$ cat src/rtl/fsk_sched_pkg.sv
// Shared types and helpers for the FSK symbol scheduler: state encoding,
// default widths and the divisor floor clamp.
package fsk_sched_pkg;

  typedef enum logic {
    IDLE = 1'b0,
    RUN  = 1'b1
  } state_t;

  localparam int DIV_W_DEF   = 32;
  localparam int MIN_DIV_DEF = 2;
  localparam int CLAMP_W     = 64;

  // Operates on a wide container so any DIV_W up to CLAMP_W can use it.
  function automatic logic [CLAMP_W-1:0] clamp_div(input logic [CLAMP_W-1:0] sel,
                                                  input logic [CLAMP_W-1:0] floor_v);
    return (sel < floor_v) ? floor_v : sel;
  endfunction

endpackage

$ cat src/rtl/fsk_period_tracker.sv
// Mirror of the divider phase counter plus a divided-period counter; flags
// the end of each divided period (bnd) and the end of each symbol (last).
module fsk_period_tracker
  import fsk_sched_pkg::*;
#(
  parameter int DIV_W          = DIV_W_DEF,
  parameter int SYMBOL_PERIODS = 8
) (
  input  logic             clk_in,
  input  logic             reset_n,
  input  logic             i_run,
  input  logic             i_clear,
  input  logic [DIV_W-1:0] i_divisor,
  output logic             o_bnd,
  output logic             o_last
);

  localparam int PER_W = (SYMBOL_PERIODS > 1) ? $clog2(SYMBOL_PERIODS) : 1;
  localparam logic [PER_W-1:0] PER_LAST = PER_W'(SYMBOL_PERIODS - 1);

  logic [DIV_W-1:0] r_ph_cnt;
  logic [PER_W-1:0] r_per_cnt;

  assign o_bnd  = i_run && (r_ph_cnt >= (i_divisor - DIV_W'(1)));
  assign o_last = o_bnd && (r_per_cnt == PER_LAST);

  always_ff @(posedge clk_in) begin
    if (!reset_n || i_clear) begin
      r_ph_cnt  <= '0;
      r_per_cnt <= '0;
    end else if (i_run) begin
      r_ph_cnt <= o_bnd ? '0 : r_ph_cnt + DIV_W'(1);
      if (o_bnd) begin
        r_per_cnt <= o_last ? '0 : r_per_cnt + PER_W'(1);
      end
    end
  end

endmodule

$ cat src/rtl/fsk_symbol_scheduler.sv
// Feeds a programmable divider with mark/space divisors, one symbol per bit,
// switching only on divided-period boundaries. Optional FSK_IDLE_TONE_EN keeps
// the line on the space tone instead of stopping when no bit is waiting.
module fsk_symbol_scheduler
  import fsk_sched_pkg::*;
#(
  parameter int SYMBOL_PERIODS = 8,
  parameter int DIV_W          = DIV_W_DEF,
  parameter int MIN_DIV        = MIN_DIV_DEF
) (
  input  logic             clk_in,
  input  logic             reset_n,
  input  logic             enable,
  input  logic [DIV_W-1:0] mark_div,
  input  logic [DIV_W-1:0] space_div,
  input  logic             sym_valid,
  input  logic             sym_bit,
  output logic             sym_ready,
  output logic [DIV_W-1:0] divisor_out,
  output logic             switch_out,
  output logic             busy,
  output logic             sym_done,
  output logic             underrun
);

  state_t           r_state;
  logic [DIV_W-1:0] r_divisor;
  logic             r_switch;
  logic             r_sym_done;
  logic             r_underrun;

  state_t           w_state_nxt;
  logic [DIV_W-1:0] w_divisor_nxt;
  logic             w_switch_nxt;
  logic             w_sym_done_nxt;
  logic             w_underrun_nxt;
  logic             w_clear;
  logic             w_bnd;
  logic             w_last;
  logic             w_accept;
  logic [DIV_W-1:0] w_sel_clamped;

  assign w_sel_clamped = DIV_W'(clamp_div(CLAMP_W'(sym_bit ? mark_div : space_div),
                                          CLAMP_W'(MIN_DIV)));

`ifdef FSK_IDLE_TONE_EN
  logic [DIV_W-1:0] w_space_clamped;
  assign w_space_clamped = DIV_W'(clamp_div(CLAMP_W'(space_div), CLAMP_W'(MIN_DIV)));
`endif

  fsk_period_tracker #(
    .DIV_W          (DIV_W),
    .SYMBOL_PERIODS (SYMBOL_PERIODS)
  ) u_tracker (
    .clk_in    (clk_in),
    .reset_n   (reset_n),
    .i_run     (r_switch),
    .i_clear   (w_clear),
    .i_divisor (r_divisor),
    .o_bnd     (w_bnd),
    .o_last    (w_last)
  );

  assign sym_ready   = enable && ((r_state == IDLE) || w_last);
  assign w_accept    = sym_valid && sym_ready;
  assign divisor_out = r_divisor;
  assign switch_out  = r_switch;
  assign busy        = (r_state == RUN);
  assign sym_done    = r_sym_done;
  assign underrun    = r_underrun;

  always_ff @(posedge clk_in) begin
    if (!reset_n) begin
      r_state    <= IDLE;
      r_divisor  <= DIV_W'(MIN_DIV);
      r_switch   <= 1'b0;
      r_sym_done <= 1'b0;
      r_underrun <= 1'b0;
    end else begin
      r_state    <= w_state_nxt;
      r_divisor  <= w_divisor_nxt;
      r_switch   <= w_switch_nxt;
      r_sym_done <= w_sym_done_nxt;
      r_underrun <= w_underrun_nxt;
    end
  end

  always_comb begin
    w_state_nxt    = r_state;
    w_divisor_nxt  = r_divisor;
    w_switch_nxt   = r_switch;
    w_sym_done_nxt = 1'b0;
    w_underrun_nxt = 1'b0;
    w_clear        = 1'b0;
    case (r_state)
      IDLE: begin
        if (w_accept) begin
          w_divisor_nxt = w_sel_clamped;
          w_switch_nxt  = 1'b1;
          w_clear       = 1'b1;
          w_state_nxt   = RUN;
        end
      end
      RUN: begin
        // Abort takes priority over a coincident symbol end.
        if (!enable) begin
          w_switch_nxt = 1'b0;
          w_clear      = 1'b1;
          w_state_nxt  = IDLE;
        end else if (w_last) begin
          w_sym_done_nxt = 1'b1;
          if (w_accept) begin
            w_divisor_nxt = w_sel_clamped;
          end else begin
            w_underrun_nxt = 1'b1;
`ifdef FSK_IDLE_TONE_EN
            w_divisor_nxt = w_space_clamped;
`else
            w_switch_nxt  = 1'b0;
            w_state_nxt   = IDLE;
`endif
          end
        end
      end
      default: w_state_nxt = IDLE;
    endcase
  end

endmodule
$ cat config.mk
export PLATFORM = sky130hd
export DESIGN_NAME = fsk_symbol_scheduler
export DESIGN_NICKNAME = d
export VERILOG_FILES = /design/src/rtl/fsk_sched_pkg.sv /design/src/rtl/fsk_period_tracker.sv /design/src/rtl/fsk_symbol_scheduler.sv
export SDC_FILE = /design/constraint.sdc
export NUM_CORES = 1
export LEC_CHECK = 0
export CAP_MARGIN = 30
export CORE_MARGIN = 4
export CORE_UTILIZATION = 51
export DETAILED_ROUTE_END_ITERATION = 10
export GPL_TIMING_DRIVEN = 1
export PLACE_DENSITY = 0.81
export SETUP_SLACK_MARGIN = 0.05
export SLEW_MARGIN = 20
export SYNTH_ARGS = -nofsm -noshare
export SYNTH_HDL_FRONTEND = slang
export SYNTH_HIERARCHICAL = 1
export SYNTH_SLANG_ARGS = --single-unit
$ cat constraint.sdc
create_clock -name clk_in -period 4.9 [get_ports clk_in]
set_input_delay 0.735 -clock clk_in [delete_from_list [all_inputs] [get_ports clk_in]]
set_output_delay 0.735 -clock clk_in [all_outputs]
set_load 0.01 [all_outputs]
==> metrics <==
global-route wire length before repair=21.5 mm; Storage cell area=1420 um^2; count of final setup violators=0; Routed Antenna Nets=0; IO Port Bufs=between 100 and 150; Mapped Nets=635; routability cong.=0.885; worst r2r path cells=20; CTS tree=yes; Critical Path RT=4.16 ns; PwrDens=249 nW/um^2; die height=104 um; Initial Utilization=0.530; drt wl/cell=16.7 um; met1 WL=5.71 mm; Reg clk slew, reported paths=0.08 ns; Synth Area in Simple Gates=0.262; Synth cell types=51; DR iter-0 viols=200; H-tree levels=3; final wirelength=13.0 mm; CTS Hold Bufs=0; r2r setup slk=0.50 ns; vias in the first global route=4533; clock root cell=clkbuf_8; fillers=643; unrepaired setup endpoints after global routing=yes; Highest Signal Layer=met4; met3 wire len=667 um; buffer levels on the longest clock path=2; cell area after synthesis=4690 um^2; Multi-input gate area=approximately 3200 um^2; register area share after synthesis=0.303; critical path cell sequence=nor4_4 > nand3b_1 > buf_4 > or3_4 > nor4_4 > nand2_1 > xor2_1 > ha_1 > nand4_1 > nor3_4 > a22o_1 > o21ai_2 > o21ai_2 > and2_4 > and2b_1 > nor2b_1 > buf_2; Slew HR=0.383; number of synthesized flops with an enable pin=0; I/O pin total=around 110; pin count of the biggest net entering global routing=54; mux cell area share after synthesis=0.0771; fin crit share=0.965; Worst Hold Class=flop to flop; Clock Sinks=slightly above 70; CP Capture Type=primary output; worst-margin pin slew=0.926 ns; Vias/cell=5.75; Peak VDD IR=0.000146 V; Final Hold Vio Count=0; CP max-delay cell=or3_4; met2 WL=6.28 mm; share of cells above drive strength 1=0.112; Final Skew=0.0113 ns; outcome=finished clean; drt pass-1 iters=4; post-layout min period=4.73 ns; Final Cell Area=approximately 6400 um^2; worst hold stages=2; Async S/R FF share, synth=0; via count=4463; initial antenna violation count=0; clk_lat worst skew=0.35 ns; Critical Path Max Stage Delay=roughly 0.36 ns; Crit Path Class=flop to primary output; final net count=768; Yosys warnings=6; global route total overflow=0; Synth Area in XOR/XNOR=0.108; Synth Flop Type=dfxtp_1; fmax=211 MHz; CTS Buf Count=9; Synth Area in Adders=0.0961; core area=about 8800 um^2; Syn-to-layout area delta=35.7%; maxcap violations=0; largest fanout on the critical path=4; Pleak=2.78 nW; Synth Instances=between 500 and 600; combinational family with the most area after synthesis=simple AND/OR/NAND/NOR gates; placed cell area=5990 um^2; Compound-Gate Fraction of Synth Area=0.124; full die area=roughly 11000 um^2; crit path DAT=3.99 ns; DR DRC count=0; syn avg cell area=~8.8 um^2; total track usage=0.238; post-synthesis sequential element count=71; Cell Rows=34; power consumption=0.00158 W; antenna diode count=0; startpoint types=flop; chip width=104 um; post-DP HPWL=10.0 mm; Slew Limit Fails=0
==> path summary, 6_finish.rpt <==
kind | startpoint | to
setup / recovery | divisor_out[14] | sym_ready
hold / removal | u_tracker/r_per_cnt[2] | u_tracker/r_per_cnt[2]
setup reg to reg | divisor_out[14] | divisor_out[9]
hold reg to reg | u_tracker/r_per_cnt[2] | u_tracker/r_per_cnt[2]
==> flip-flops by register name, indices dropped and copies added (netlist names) <==
signal	count
underrun	1
divisor_out	32
u_tracker/r_ph_cnt	32
busy	1
sym_done	1
switch_out	1
u_tracker/r_per_cnt	3
==> metrics by stage <==
step,worst slack (ns),utilization,TNS (ns),hold slack (ns),cells
2_1_floorplan,0.602,-,0,0.438,530
3_3_place_gp,0.0542,0.676,0,0.446,750
3_5_place_dp,-0.109,0.676,-0.109,0.466,750
4_1_cts,0.0639,0.715,0,0.477,773
5_1_grt,-0.116,0.719,-0.116,0.511,776
6_report,0.171,0.719,0,0.471,776
==> cell type report <==
| cell class | count | area share |
|---|---|---|
| inverters | 8 | 0.00472 |
| flip-flops and latches | 71 | 0.224 |
| well taps | 108 | 0.0212 |
| multi-input cells | 431 | 0.500 |
| clock inverters | 6 | 0.0208 |
| repair buffers | 142 | 0.209 |
| clock buffers | 10 | 0.0201 |
==> synth_stat cells (8+ instances only) <==
master | n | share of area
mux2i_1 | 35 | 0.075
dfxtp_1 | 71 | 0.30
buf_2 | 8 | 0.0085
inv_1 | 8 | 0.0064
a21oi_1 | 11 | 0.012
nor4_1 | 16 | 0.021
ha_1 | 36 | 0.096
nand2_1 | 65 | 0.052
xnor2_1 | 27 | 0.050
o211a_1 | 31 | 0.066
nand4_1 | 19 | 0.025
nand3_1 | 13 | 0.014
nor3_1 | 13 | 0.014
nor2_1 | 56 | 0.045
xor2_1 | 31 | 0.058
==> logic make-up (layout without fill, tap and decap cells) <==
family                     count (synthesis)  count (layout)
and+or+nand+nor                          230             230
AOI/OAI and AO/OA                         71              71
adders and majority gates                 36              36
muxes                                     36              36
buffers and inverters                     28             166
xor gates and xnor gates                  58              58
DFF                                       71              71
==> where the power goes <==
group,switching [W],internal [W],leakage (nW)
clock,0.000227,0.000389,0.126
combinational,0.000156,0.000183,2.07
sequential,0.0000304,0.000597,0.579
==> worst max-delay path: cells and delay by family, from the launching register on <==
kind	cells	cell delay, ns
AOI/OAI and AO/OA	3	0.41
xor gates and xnor gates	1	0.16
adders and majority gates	1	0.30
buffers and inverters	2	0.31
DFF	1	0.34
and+or+nand+nor	10	2.11
==> layer usage <==
| layer | GRT usage | vias up |
|---|---|---|
| li1 | - | 2197 |
| met1 | 0.294 | 2099 |
| met2 | 0.412 | 141 |
| met3 | 0.0459 | 26 |
| met4 | 0.0855 | 0 |
| met5 | 0 | - |
==> cell usage in the layout (no fill, tap or decap), drive strengths merged, types with 8 or more instances in the layout <==
cell type and n:
clkdlybuf4s50 103, dfxtp 71, nand2 65, nor2 56
buf 39, ha 36, mux2i 35, o211a 31
xor2 31, xnor2 27, nor4 23, nand4 19
nand3 15, nor3 13, a21oi 11, clkbuf 10
inv 8
==> repair_timing <==
action / in CTS / in global routing
pin swaps: 6 / 13
resized for setup: 7 / 7
endpoints found under the setup margin: 1 / 1
buffers inserted: 7 / 3
No activity file was read; power rests on OpenSTA's default activity.
